`config.mk`:
```
export PLATFORM = sky130hd
export DESIGN_NAME = hub_port_guard
export DESIGN_NICKNAME = d
export VERILOG_FILES = /design/src/rtl/hub_port_guard_pkg.sv /design/src/rtl/hub_port_guard_jabber.sv /design/src/rtl/hub_port_guard.sv
export SDC_FILE = /design/constraint.sdc
export NUM_CORES = 1
export LEC_CHECK = 0
export ABC_AREA = 1
export CORE_MARGIN = 2
export CORE_UTILIZATION = 48
export CTS_CLUSTER_DIAMETER = 80
export DETAILED_ROUTE_END_ITERATION = 10
export GPL_TIMING_DRIVEN = 0
export HOLD_SLACK_MARGIN = 0.02
export PLACE_DENSITY_LB_ADDON = 0.15
export SLEW_MARGIN = 20
export SYNTH_ARGS = -nofsm -noshare
export SYNTH_HDL_FRONTEND = slang
export SYNTH_SLANG_ARGS = --single-unit
```
`constraint.sdc`:
```
create_clock -name clk -period 1.8 [get_ports clk]
set_input_delay 0.36 -clock clk [delete_from_list [all_inputs] [get_ports clk]]
set_output_delay 0.36 -clock clk [all_outputs]
set_load 0.01 [all_outputs]
```
`src/rtl/hub_port_guard_pkg.sv`:
```
// Shared nibble limits for the repeater port-guard stage, so the hub and the
// PHY-side counters use the same defaults.
package hub_port_guard_pkg;

    // 40000 BT of continuous receive activity before jabber cut-off
    localparam int JABBER_NIBBLES_DEF    = 10000;
    // 96 BT of idle required to leave jabber
    localparam int UNJAB_NIBBLES_DEF     = 24;
    // consecutive colliding carrier events before partition
    localparam int CC_LIMIT_DEF          = 60;
    // 2048 BT of continuous collision before partition
    localparam int LONG_COL_NIBBLES_DEF  = 512;
    // 512 BT collision-free event needed to reconnect
    localparam int RECONNECT_NIBBLES_DEF = 128;

endpackage

```
`src/rtl/hub_port_guard_jabber.sv`:
```
// Jabber detector for one hub port: trips after too many consecutive active
// nibbles and releases after a run of idle nibbles.
module port_jabber
    import hub_port_guard_pkg::*;
#(
    parameter int JABBER_NIBBLES = JABBER_NIBBLES_DEF,
    parameter int UNJAB_NIBBLES  = UNJAB_NIBBLES_DEF
) (
    input  logic clk_i,
    input  logic rst_i,
    input  logic ce_i,
    input  logic rx_dv_i,
    output logic jabber_o,
    output logic jabber_event_o,
    output logic jabber_exit_o     // combinational: jabber releases on this edge
);

    localparam int AW = $clog2(JABBER_NIBBLES + 1);
    localparam int IW = $clog2(UNJAB_NIBBLES + 1);
    localparam logic [AW-1:0] ACT_MAX   = AW'(JABBER_NIBBLES);
    localparam logic [AW-1:0] ACT_TRIP  = AW'(JABBER_NIBBLES - 1);
    localparam logic [IW-1:0] IDLE_TRIP = IW'(UNJAB_NIBBLES - 1);

    logic [AW-1:0] act_q, act_d;
    logic [IW-1:0] idle_q, idle_d;
    logic          jab_q, jab_d;
    logic          evt_q, evt_d;

    // Next-state for the active/idle counters and the jabber flag
    always_comb begin
        act_d         = act_q;
        idle_d        = idle_q;
        jab_d         = jab_q;
        evt_d         = 1'b0;
        jabber_exit_o = 1'b0;
        if (ce_i) begin
            if (rx_dv_i) begin
                if (act_q != ACT_MAX) act_d = act_q + 1'b1;
                if (!jab_q && act_q == ACT_TRIP) begin
                    jab_d = 1'b1;
                    evt_d = 1'b1;
                end
                // activity during unjab counting restarts the idle run
                idle_d = '0;
            end else begin
                act_d = '0;
                if (jab_q) begin
                    if (idle_q == IDLE_TRIP) begin
                        jab_d         = 1'b0;
                        idle_d        = '0;
                        jabber_exit_o = 1'b1;
                    end else begin
                        idle_d = idle_q + 1'b1;
                    end
                end
            end
        end
    end

    // Counter and flag registers; the event pulse is one clk wide
    always_ff @(posedge clk_i) begin
        if (rst_i) begin
            act_q  <= '0;
            idle_q <= '0;
            jab_q  <= 1'b0;
            evt_q  <= 1'b0;
        end else begin
            act_q  <= act_d;
            idle_q <= idle_d;
            jab_q  <= jab_d;
            evt_q  <= evt_d;
        end
    end

    assign jabber_o       = jab_q;
    assign jabber_event_o = evt_q;

endmodule

```
`src/rtl/hub_port_guard.sv`:
```
// Per-port repeater protection: jabber cut-off, collision partition and
// frame-aligned gating of the receive path into hub_core.
module hub_port_guard
    import hub_port_guard_pkg::*;
#(
    parameter int JABBER_NIBBLES    = JABBER_NIBBLES_DEF,
    parameter int UNJAB_NIBBLES     = UNJAB_NIBBLES_DEF,
    parameter int CC_LIMIT          = CC_LIMIT_DEF,
    parameter int LONG_COL_NIBBLES  = LONG_COL_NIBBLES_DEF,
    parameter int RECONNECT_NIBBLES = RECONNECT_NIBBLES_DEF
) (
    input  logic       clk,
    input  logic       rst,
    input  logic       ce,
    input  logic       rx_dv,
    input  logic       rx_er,
    input  logic [3:0] rxd,
    input  logic       tx_en,
    input  logic       col,
    output logic       out_dv,
    output logic       out_er,
    output logic [3:0] outd,
    output logic       jabber,
    output logic       partitioned,
    output logic       jabber_event,
    output logic       partition_event,
    output logic [1:0] dbg_part_state
);

    typedef enum logic [1:0] {
        PS_CONN     = 2'd0,
        PS_CONN_EVT = 2'd1,
        PS_PART     = 2'd2,
        PS_PART_EVT = 2'd3
    } part_state_t;

    localparam int CW = $clog2(CC_LIMIT + 1);
    localparam int KW = $clog2(LONG_COL_NIBBLES + 1);
    localparam int LW = $clog2(RECONNECT_NIBBLES + 1);
    localparam logic [CW-1:0] CC_TRIP = CW'(CC_LIMIT - 1);
    localparam logic [KW-1:0] KMAX    = KW'(LONG_COL_NIBBLES);
    localparam logic [LW-1:0] LMAX    = LW'(RECONNECT_NIBBLES);

    part_state_t   state_q, state_d;
    logic [CW-1:0] cc_q, cc_d;
    logic [KW-1:0] lcol_q, lcol_d, lcol_inc;
    logic [LW-1:0] len_q, len_d, len_inc;
    logic          cflag_q, cflag_d;
    logic          pevt_q, pevt_d;
    logic          gate_q, gate_d;
    logic          part_exit;
    logic          jab_exit;
    logic          carrier, pcol, open_now;
    logic          out_dv_q, out_er_q;
    logic [3:0]    outd_q;

    port_jabber #(
        .JABBER_NIBBLES (JABBER_NIBBLES),
        .UNJAB_NIBBLES  (UNJAB_NIBBLES)
    ) u_jabber (
        .clk_i          (clk),
        .rst_i          (rst),
        .ce_i           (ce),
        .rx_dv_i        (rx_dv),
        .jabber_o       (jabber),
        .jabber_event_o (jabber_event),
        .jabber_exit_o  (jab_exit)
    );

    assign carrier  = rx_dv | tx_en;
    assign pcol     = col & rx_dv;
    // Saturating increments; the continuous-collision run breaks on a clean nibble
    assign lcol_inc = pcol ? ((lcol_q == KMAX) ? lcol_q : lcol_q + 1'b1) : '0;
    assign len_inc  = (len_q == LMAX) ? len_q : len_q + 1'b1;

    // Partition FSM next-state; the event-start nibble counts toward length and collision
    always_comb begin
        state_d   = state_q;
        cc_d      = cc_q;
        cflag_d   = cflag_q;
        len_d     = len_q;
        lcol_d    = lcol_q;
        pevt_d    = 1'b0;
        part_exit = 1'b0;
        if (ce) begin
            case (state_q)
                PS_CONN, PS_PART: begin
                    if (carrier) begin
                        state_d = (state_q == PS_CONN) ? PS_CONN_EVT : PS_PART_EVT;
                        cflag_d = pcol;
                        len_d   = LW'(1);
                        lcol_d  = pcol ? KW'(1) : '0;
                    end
                end
                PS_CONN_EVT: begin
                    if (carrier) begin
                        cflag_d = cflag_q | pcol;
                        len_d   = len_inc;
                        lcol_d  = lcol_inc;
                        if (lcol_inc == KMAX) begin
                            state_d = PS_PART;
                            cc_d    = '0;
                            pevt_d  = 1'b1;
                        end
                    end else if (cflag_q) begin
                        if (cc_q == CC_TRIP) begin
                            state_d = PS_PART;
                            cc_d    = '0;
                            pevt_d  = 1'b1;
                        end else begin
                            state_d = PS_CONN;
                            cc_d    = cc_q + 1'b1;
                        end
                    end else begin
                        state_d = PS_CONN;
                        cc_d    = '0;
                    end
                end
                default: begin // PS_PART_EVT
                    if (carrier) begin
                        cflag_d = cflag_q | pcol;
                        len_d   = len_inc;
                        lcol_d  = lcol_inc;
                    end else if (!cflag_q && len_q == LMAX) begin
                        state_d   = PS_CONN;
                        cc_d      = '0;
                        part_exit = 1'b1;
                    end else begin
                        state_d = PS_PART;
                    end
                end
            endcase
        end
    end

    // Gate closes whenever isolation ends and reopens only on an idle nibble
    always_comb begin
        gate_d = gate_q;
        if (ce) begin
            if (jab_exit || part_exit) gate_d = 1'b0;
            else if (!rx_dv)           gate_d = 1'b1;
        end
    end

    assign open_now = !jabber && !partitioned && gate_q;

    // State registers for the partition FSM and gate
    always_ff @(posedge clk) begin
        if (rst) begin
            state_q <= PS_CONN;
            cc_q    <= '0;
            cflag_q <= 1'b0;
            len_q   <= '0;
            lcol_q  <= '0;
            pevt_q  <= 1'b0;
            gate_q  <= 1'b0;
        end else begin
            state_q <= state_d;
            cc_q    <= cc_d;
            cflag_q <= cflag_d;
            len_q   <= len_d;
            lcol_q  <= lcol_d;
            pevt_q  <= pevt_d;
            gate_q  <= gate_d;
        end
    end

    // Registered receive path: copy when open, force idle otherwise, hold between ce
    always_ff @(posedge clk) begin
        if (rst) begin
            out_dv_q <= 1'b0;
            out_er_q <= 1'b0;
            outd_q   <= 4'h0;
        end else if (ce) begin
            out_dv_q <= open_now & rx_dv;
            out_er_q <= open_now & rx_er;
            outd_q   <= open_now ? rxd : 4'h0;
        end
    end

    assign out_dv          = out_dv_q;
    assign out_er          = out_er_q;
    assign outd            = outd_q;
    assign partitioned     = (state_q == PS_PART) || (state_q == PS_PART_EVT);
    assign partition_event = pevt_q;
    assign dbg_part_state  = state_q;

endmodule

```
== After elaboration in Yosys (flattened, before gate mapping) ==
Index checks and enable logic that the tools add are counted.

* Bits of input ports: 11
* Flip-flop bits (word level): 56
* Output and inout port bits: 12
* Word-level logic and storage cells: 125

* Reductions and logical operators: 24
* Equal/unequal tests: 19
* Mux-type cells: 54
* Add/sub/neg operators: 5
* Bitwise gates (word level): 9

{| class="wikitable"
|+ Operator list
! operator !! count
|-
| two-way mux 10 bit || 5
|-
| two-way mux 6 bit || 6
|-
| two-way mux 8 bit || 4
|-
| two-way mux 14 bit || 2
|-
| two-way mux 1 bit || 23
|-
| equality test 10 bit (second input constant) || 2
|-
| two-way mux 2 bit || 8
|-
| two-way mux 5 bit || 3
|-
| adder 14 x 1 -> 14 bit (second input constant) || 1
|-
| equality test 14 bit (second input constant) || 1
|-
| != test 14 bit (second input constant) || 1
|-
| != test 2 x 1 -> 1 bit (second input constant) || 6
|-
| case mux 6 bit (2 select lines) || 1
|-
| adder 10 x 1 -> 10 bit (second input constant) || 1
|-
| AND reduction 2 bit || 5
|-
| OR reduction 3 bit || 3
|-
| adder 8 x 1 -> 8 bit (second input constant) || 1
|-
| equality test 8 bit (second input constant) || 1
|-
| adder 6 x 1 -> 6 bit (second input constant) || 1
|-
| equality test 6 bit (second input constant) || 1
|-
| adder 5 x 1 -> 5 bit (second input constant) || 1
|-
| equality test 5 bit (second input constant) || 1
|-
| AND reduction 5 bit || 1
|-
| equality test 2 bit (second input constant) || 2
|-
| other kinds (17) || 30
|}

== Logic depth before layout (Yosys ltp) ==
* Depth after elaboration: 9
* Mapped depth: 15
* Mapped depth without buffers: 15

== Modules after synthesis ==
A second synthesis with hierarchy kept.

* Cells, all modules: 506
* Area total of the unflattened synthesis: 3320.7 µm²

{| class="wikitable"
|+ Modules (own cells, without submodules)
! module !! cells each !! area an instance (µm²) !! instances !! seq. area each (µm²)
|-
| hub_port_guard || 299 || 2013.2 || 1 || 700.7
|-
| port_jabber || 207 || 1307.5 || 1 || 420.4
|}

== Worst setup path before layout ==
OpenSTA, ideal clock, no wires.

* Kind: register to register
* From: register u_jabber.act_q[0]
* To: register u_jabber.act_q[7]
* Path buffers: 0
* Stages on the path, launching flop included: 11
* Clock period less this slack: 1.685 ns
* Arrival time: 1.570 ns
* Library setup time: 0.115 ns
* Data required time: 1.685 ns
* Setup slack: 0.115 ns
* Cells stage by stage: dfxtp_1 > inv_1 > ha_1 > nand4_1 > nor4_1 > a21oi_2 > nand2_1 > nor3_1 > nand3_1 > nand2_1 > nor2_1

* Cells in the longest elaborated chain, start to end: 3
* Elaborated cells between the ends (all ways): 6
* Those cells by class: add/sub: 1; eq/ne: 2; mux: 2; reduce/logical: 1

{| class="wikitable"
|+ Ends and longest elaborated chain
! what !! RTL line !! text
|-
| start: declaration || hub_port_guard_jabber.sv:24 || <nowiki>logic [AW-1:0] act_q, act_d;</nowiki>
|-
| start signal: assignment || hub_port_guard_jabber.sv:68 || <nowiki>act_q <= act_d;</nowiki>
|-
| adder 14 x 1 -> 14 bit or != test 14 bit (tied branches) || hub_port_guard_jabber.sv:38 || <nowiki>if (act_q != ACT_MAX) act_d = act_q + 1'b1;</nowiki>
|-
| two-way mux 14 bit or != test 2 x 1 -> 1 bit (tied branches) || -- ||
|-
| two-way mux 14 bit or AND reduction 2 bit (tied branches) || -- ||
|}

Several ways; a longest one is shown, not always the timed one. The select of a mux whose other input is x is not followed.
A chain may end at the register's enable or synchronous reset.

== Final worst setup path ==
* From: register len_q[1]
* To: register len_q[6]

* Cells in the longest elaborated chain, start to end: 4
* Elaborated cells between the ends (all ways): 7
* Those cells by class: add/sub: 1; eq/ne: 2; mux: 3; reduce/logical: 1

{| class="wikitable"
|+ Ends and longest elaborated chain
! what !! RTL line !! text
|-
| start: declaration || hub_port_guard.sv:47 || <nowiki>logic [LW-1:0] len_q, len_d, len_inc;</nowiki>
|-
| start signal: assignment || hub_port_guard.sv:161 || <nowiki>len_q <= len_d;</nowiki>
|-
| adder 8 x 1 -> 8 bit || hub_port_guard.sv:74 || <nowiki>assign len_inc = (len_q == LMAX) ? len_q : len_q + 1'b1;</nowiki>
|-
| two-way mux 8 bit || hub_port_guard.sv:74 ||
|-
| two-way mux 8 bit || hub_port_guard.sv:96, hub_port_guard.sv:120 ||
|-
| two-way mux 8 bit || -- ||
|}

Several ways; a longest one is shown, not always the timed one. The select of a mux whose other input is x is not followed.

==> run_results.csv <==
group,metric,value,unit
run_status,status,"complete, but fails checks",
finish,diodes,0,
power_and_ir_drop,power.total,2.476,mW
clock_tree,clk_latency,0.31,ns
placed_design,hpwl,5121,um
global_routing,grt_pass1_wl,12460,um
detailed_routing,first_iter_violations,159,
timing,maxSlewHeadroom,49.28,%
timing,drv_slew,0,
timing,fin_crit_sh,101.9,%
timing,setup_viol,7,
worst_hold_path,hp-class,"input pin to register",
synth,syn_area,0.003143,mm2
detailed_routing,wl_per_cell,13.08,um
critical_path,worstPathMaxFanout,4,
timing,fin_skew,0.01052,ns
synth,yosysSeqAreaShare,35.67,%
global_routing,antenna_found_initial,0,
clock_tree,clk_pin_slew,0.11,ns
timing,setup_slack,-0.03486,ns
synth,netlist_instances,462,
critical_path,rr_startpoint,"len_q[1]",
floorplanning,initial_core_util,49.50,%
finish,nets,527,
floorplanning,die_area,0.007211,mm2
finish,area_growth,27.91,%
timing,setup_tns,-0.09930,ns
power_and_ir_drop,power.density,616.0,mW/mm2
critical_path,endpoint_kind,"register",
critical_path,r2r_setup_slack,-0.03,ns
timing,hold_violations,0,
placed_design,routabilityCongestion,0.8653,
synth,synth_nets,481,
finish,filler_cell_count,585,
clock_tree,cts_sinks,56,
critical_path,arrival,2.05,ns
floorplanning,dieHeight,84.92,um
placed_design,dp_slack,-0.4327,ns
critical_path,crit_top_cell,"nand2_1",
floorplanning,row_count,29,
critical_path,timing.rr.end,"len_q[6]",
synth,postSynthAreaPerCell,6.803,um2
flow_run,drv_cap,0,
critical_path,critical_path_class,"register to register",
clock_tree,cts-root-buf,"clkbuf_8",
placed_design,port_buffers,20,
critical_path,ff2ff_path_depth,12,
clock_tree,tritoncts,"yes",
detailed_routing,num_vias,3124,
finish,utilization,63.31,%
clock_tree,htree_levels,2,
worst_hold_path,min_from,"rst",
critical_path,startpoint_type,"register",
global_routing,grt_pass1_vias,2807,
detailed_routing,drtAntennaViolNets,0,
power_and_ir_drop,peakVddDrop,0.4865,mV
detailed_routing,routed_wl,7663,um
finish,drive_gt1_share,24.17,%
detailed_routing,firstDrtPassIters,4,
critical_path,worstPathRequired,2.01,ns
floorplanning,coreArea,0.006350,mm2
synth,ys_types,41,
clock_tree,clockBufferDepth,2,
critical_path,slowest_delay,0.35,ns
timing,grt_setup_unrepaired,"yes",
synth,synth_warnings,0,
critical_path,critPathSlowestCell,"dfxtp_2",
timing,clock.fmax,545.0,MHz
worst_hold_path,whs_endpoint,"u_jabber.jabber_event_o",
synth,synthTopCellsByArea,"dfxtp_1 (36%), nand2_1 (12%), a21oi_1 (7.3%)",
run_status,violations,"setup timing",
finish,layout_common_cells,"nand2_1 (93), a21oi_1 (43), inv_1 (42), dfxtp_1 (42), nor2_1 (38)",
floorplanning,io_pins,23,
timing,min_period,1.835,ns
clock_tree,cts_buffers,5,
finish,layout_commonest_cell,"nand2_1",
floorplanning,die_w,84.92,um
timing,worst_pin_slew,0.7550,ns
detailed_routing,drcViolationCount,0,
worst_hold_path,holdPathStages,2,
synth,synth_top_cell_area_share,35.67,%
global_routing,grt-ovfl-total,0,
detailed_routing,viasPerCell,5.331,
power_and_ir_drop,p_leak,1.490,nW
critical_path,path_cells,"inv_2 > ha_2 > nor3b_2 > nand4_1 > nand2_2 > nor3_4 > nand3_2 > nor2_2 > nand2_1 > nand2_1 > inv_1 > o21a_1",
synth,ys_ff_latch,56,
global_routing,grt_max_degree,17,
synth,yosys.area.top_type,"dfxtp_1",
global_routing,grt_usage,20.74,%
## final cells by class
class	count	area, um2	area share [%]
clock buffer	7	96.34	2.397
tap	77	96.34	2.397
clock inverter	1	30.03	0.7470
buffer	9	68.82	1.712
inverter	56	222.7	5.540
sequential	56	1146	28.51
timing repair buffer	39	345.3	8.590
multi-input combinational	341	2014	50.11
## worst max-delay path by stage
stage,slack (ns),start,cells after the start,to
2_1_floorplan,0.12,u_jabber.act_q[0],10,u_jabber.act_q[7]
3_3_place_gp,-0.42,col,13,cc_q[2]
3_5_place_dp,-0.43,col,13,cc_q[2]
4_1_cts,0.001,lcol_q[0],14,cc_q[0]
5_1_grt,-0.19,len_q[1],12,len_q[6]
6_report,-0.03,len_q[1],12,len_q[6]
## registers in the layout, indices dropped and copies added, names as in the netlist
signal	flops
outd	4
u_jabber.idle_q	5
dbg_part_state	2
lcol_q	10
cflag_q	1
gate_q	1
u_jabber.jabber_o	1
u_jabber.act_q	14
u_jabber.jabber_event_o	1
out_dv	1
cc_q	6
out_er	1
partition_event	1
len_q	8
## per-layer routing
layer  wire length, um  track usage [%]
met5                 0                0
met4               135            6.061
met3               284            3.502
met2              3773            35.22
met1              3469            27.14
## Yosys cell counts, drive strengths merged
cell / number
nand3: 46
nand4: 12
a211oi: 2
nand2: 108
xnor2: 1
o31ai: 1
inv: 56
xor2: 8
bufbuf: 1
o21ai: 19
a21oi: 47
nor2: 56
o221ai: 1
o21bai: 1
dfxtp: 56
a31o: 1
a2bb2oi: 1
clkbuf: 6
nor3b: 2
o22ai: 1
a31oi: 1
ha: 8
nor4: 3
dlygate4sd1: 1
buf: 1
or2: 1
o21a: 2
nor3: 16
nand3b: 3
## per-stage QoR
step / cells / cell area, um2 / hold WS (ns)
after global routing: 586 / 4020 / 0.2870
after floorplan: 462 / 3143 / 0.4392
after global placement: 559 / 3440 / 0.4516
after detailed placement: 559 / 3440 / 0.4608
after CTS: 574 / 3716 / 0.2928
final: 586 / 4020 / 0.2946
## kinds of logic after synthesis
logic type / share of synthesized area (%)
adders and majority gates: 3.185
xor gates and xnor gates: 2.508
AOI/OAI and AO/OA: 13.65
buffers and inverters: 8.838
and+or+nand+nor: 36.15
DFF: 35.67
## power by group
group / internal (mW) / switching [mW]
clock: 0.492 / 0.422
combinational: 0.115 / 0.169
sequential: 1.26 / 0.0224
total: 1.86 / 0.613
## critical path, delay by kind of cell (launching register included)
kind | cells | cell delay [ns]
DFF | 1 | 0.35
and+or+nand+nor | 8 | 1.04
buffers and inverters | 2 | 0.08
adders and majority gates | 1 | 0.17
AOI/OAI and AO/OA | 1 | 0.09
## repair_timing
item                                    CTS  global route
hold endpoints to repair                  0             0
endpoints found under the setup margin   15            36
hold buffers                              0             0
pin swaps                                19            21
cloned                                    0             0
resized for setup                        29            67
setup buffers                             7            12
No activity file was read; power rests on OpenSTA's default activity.
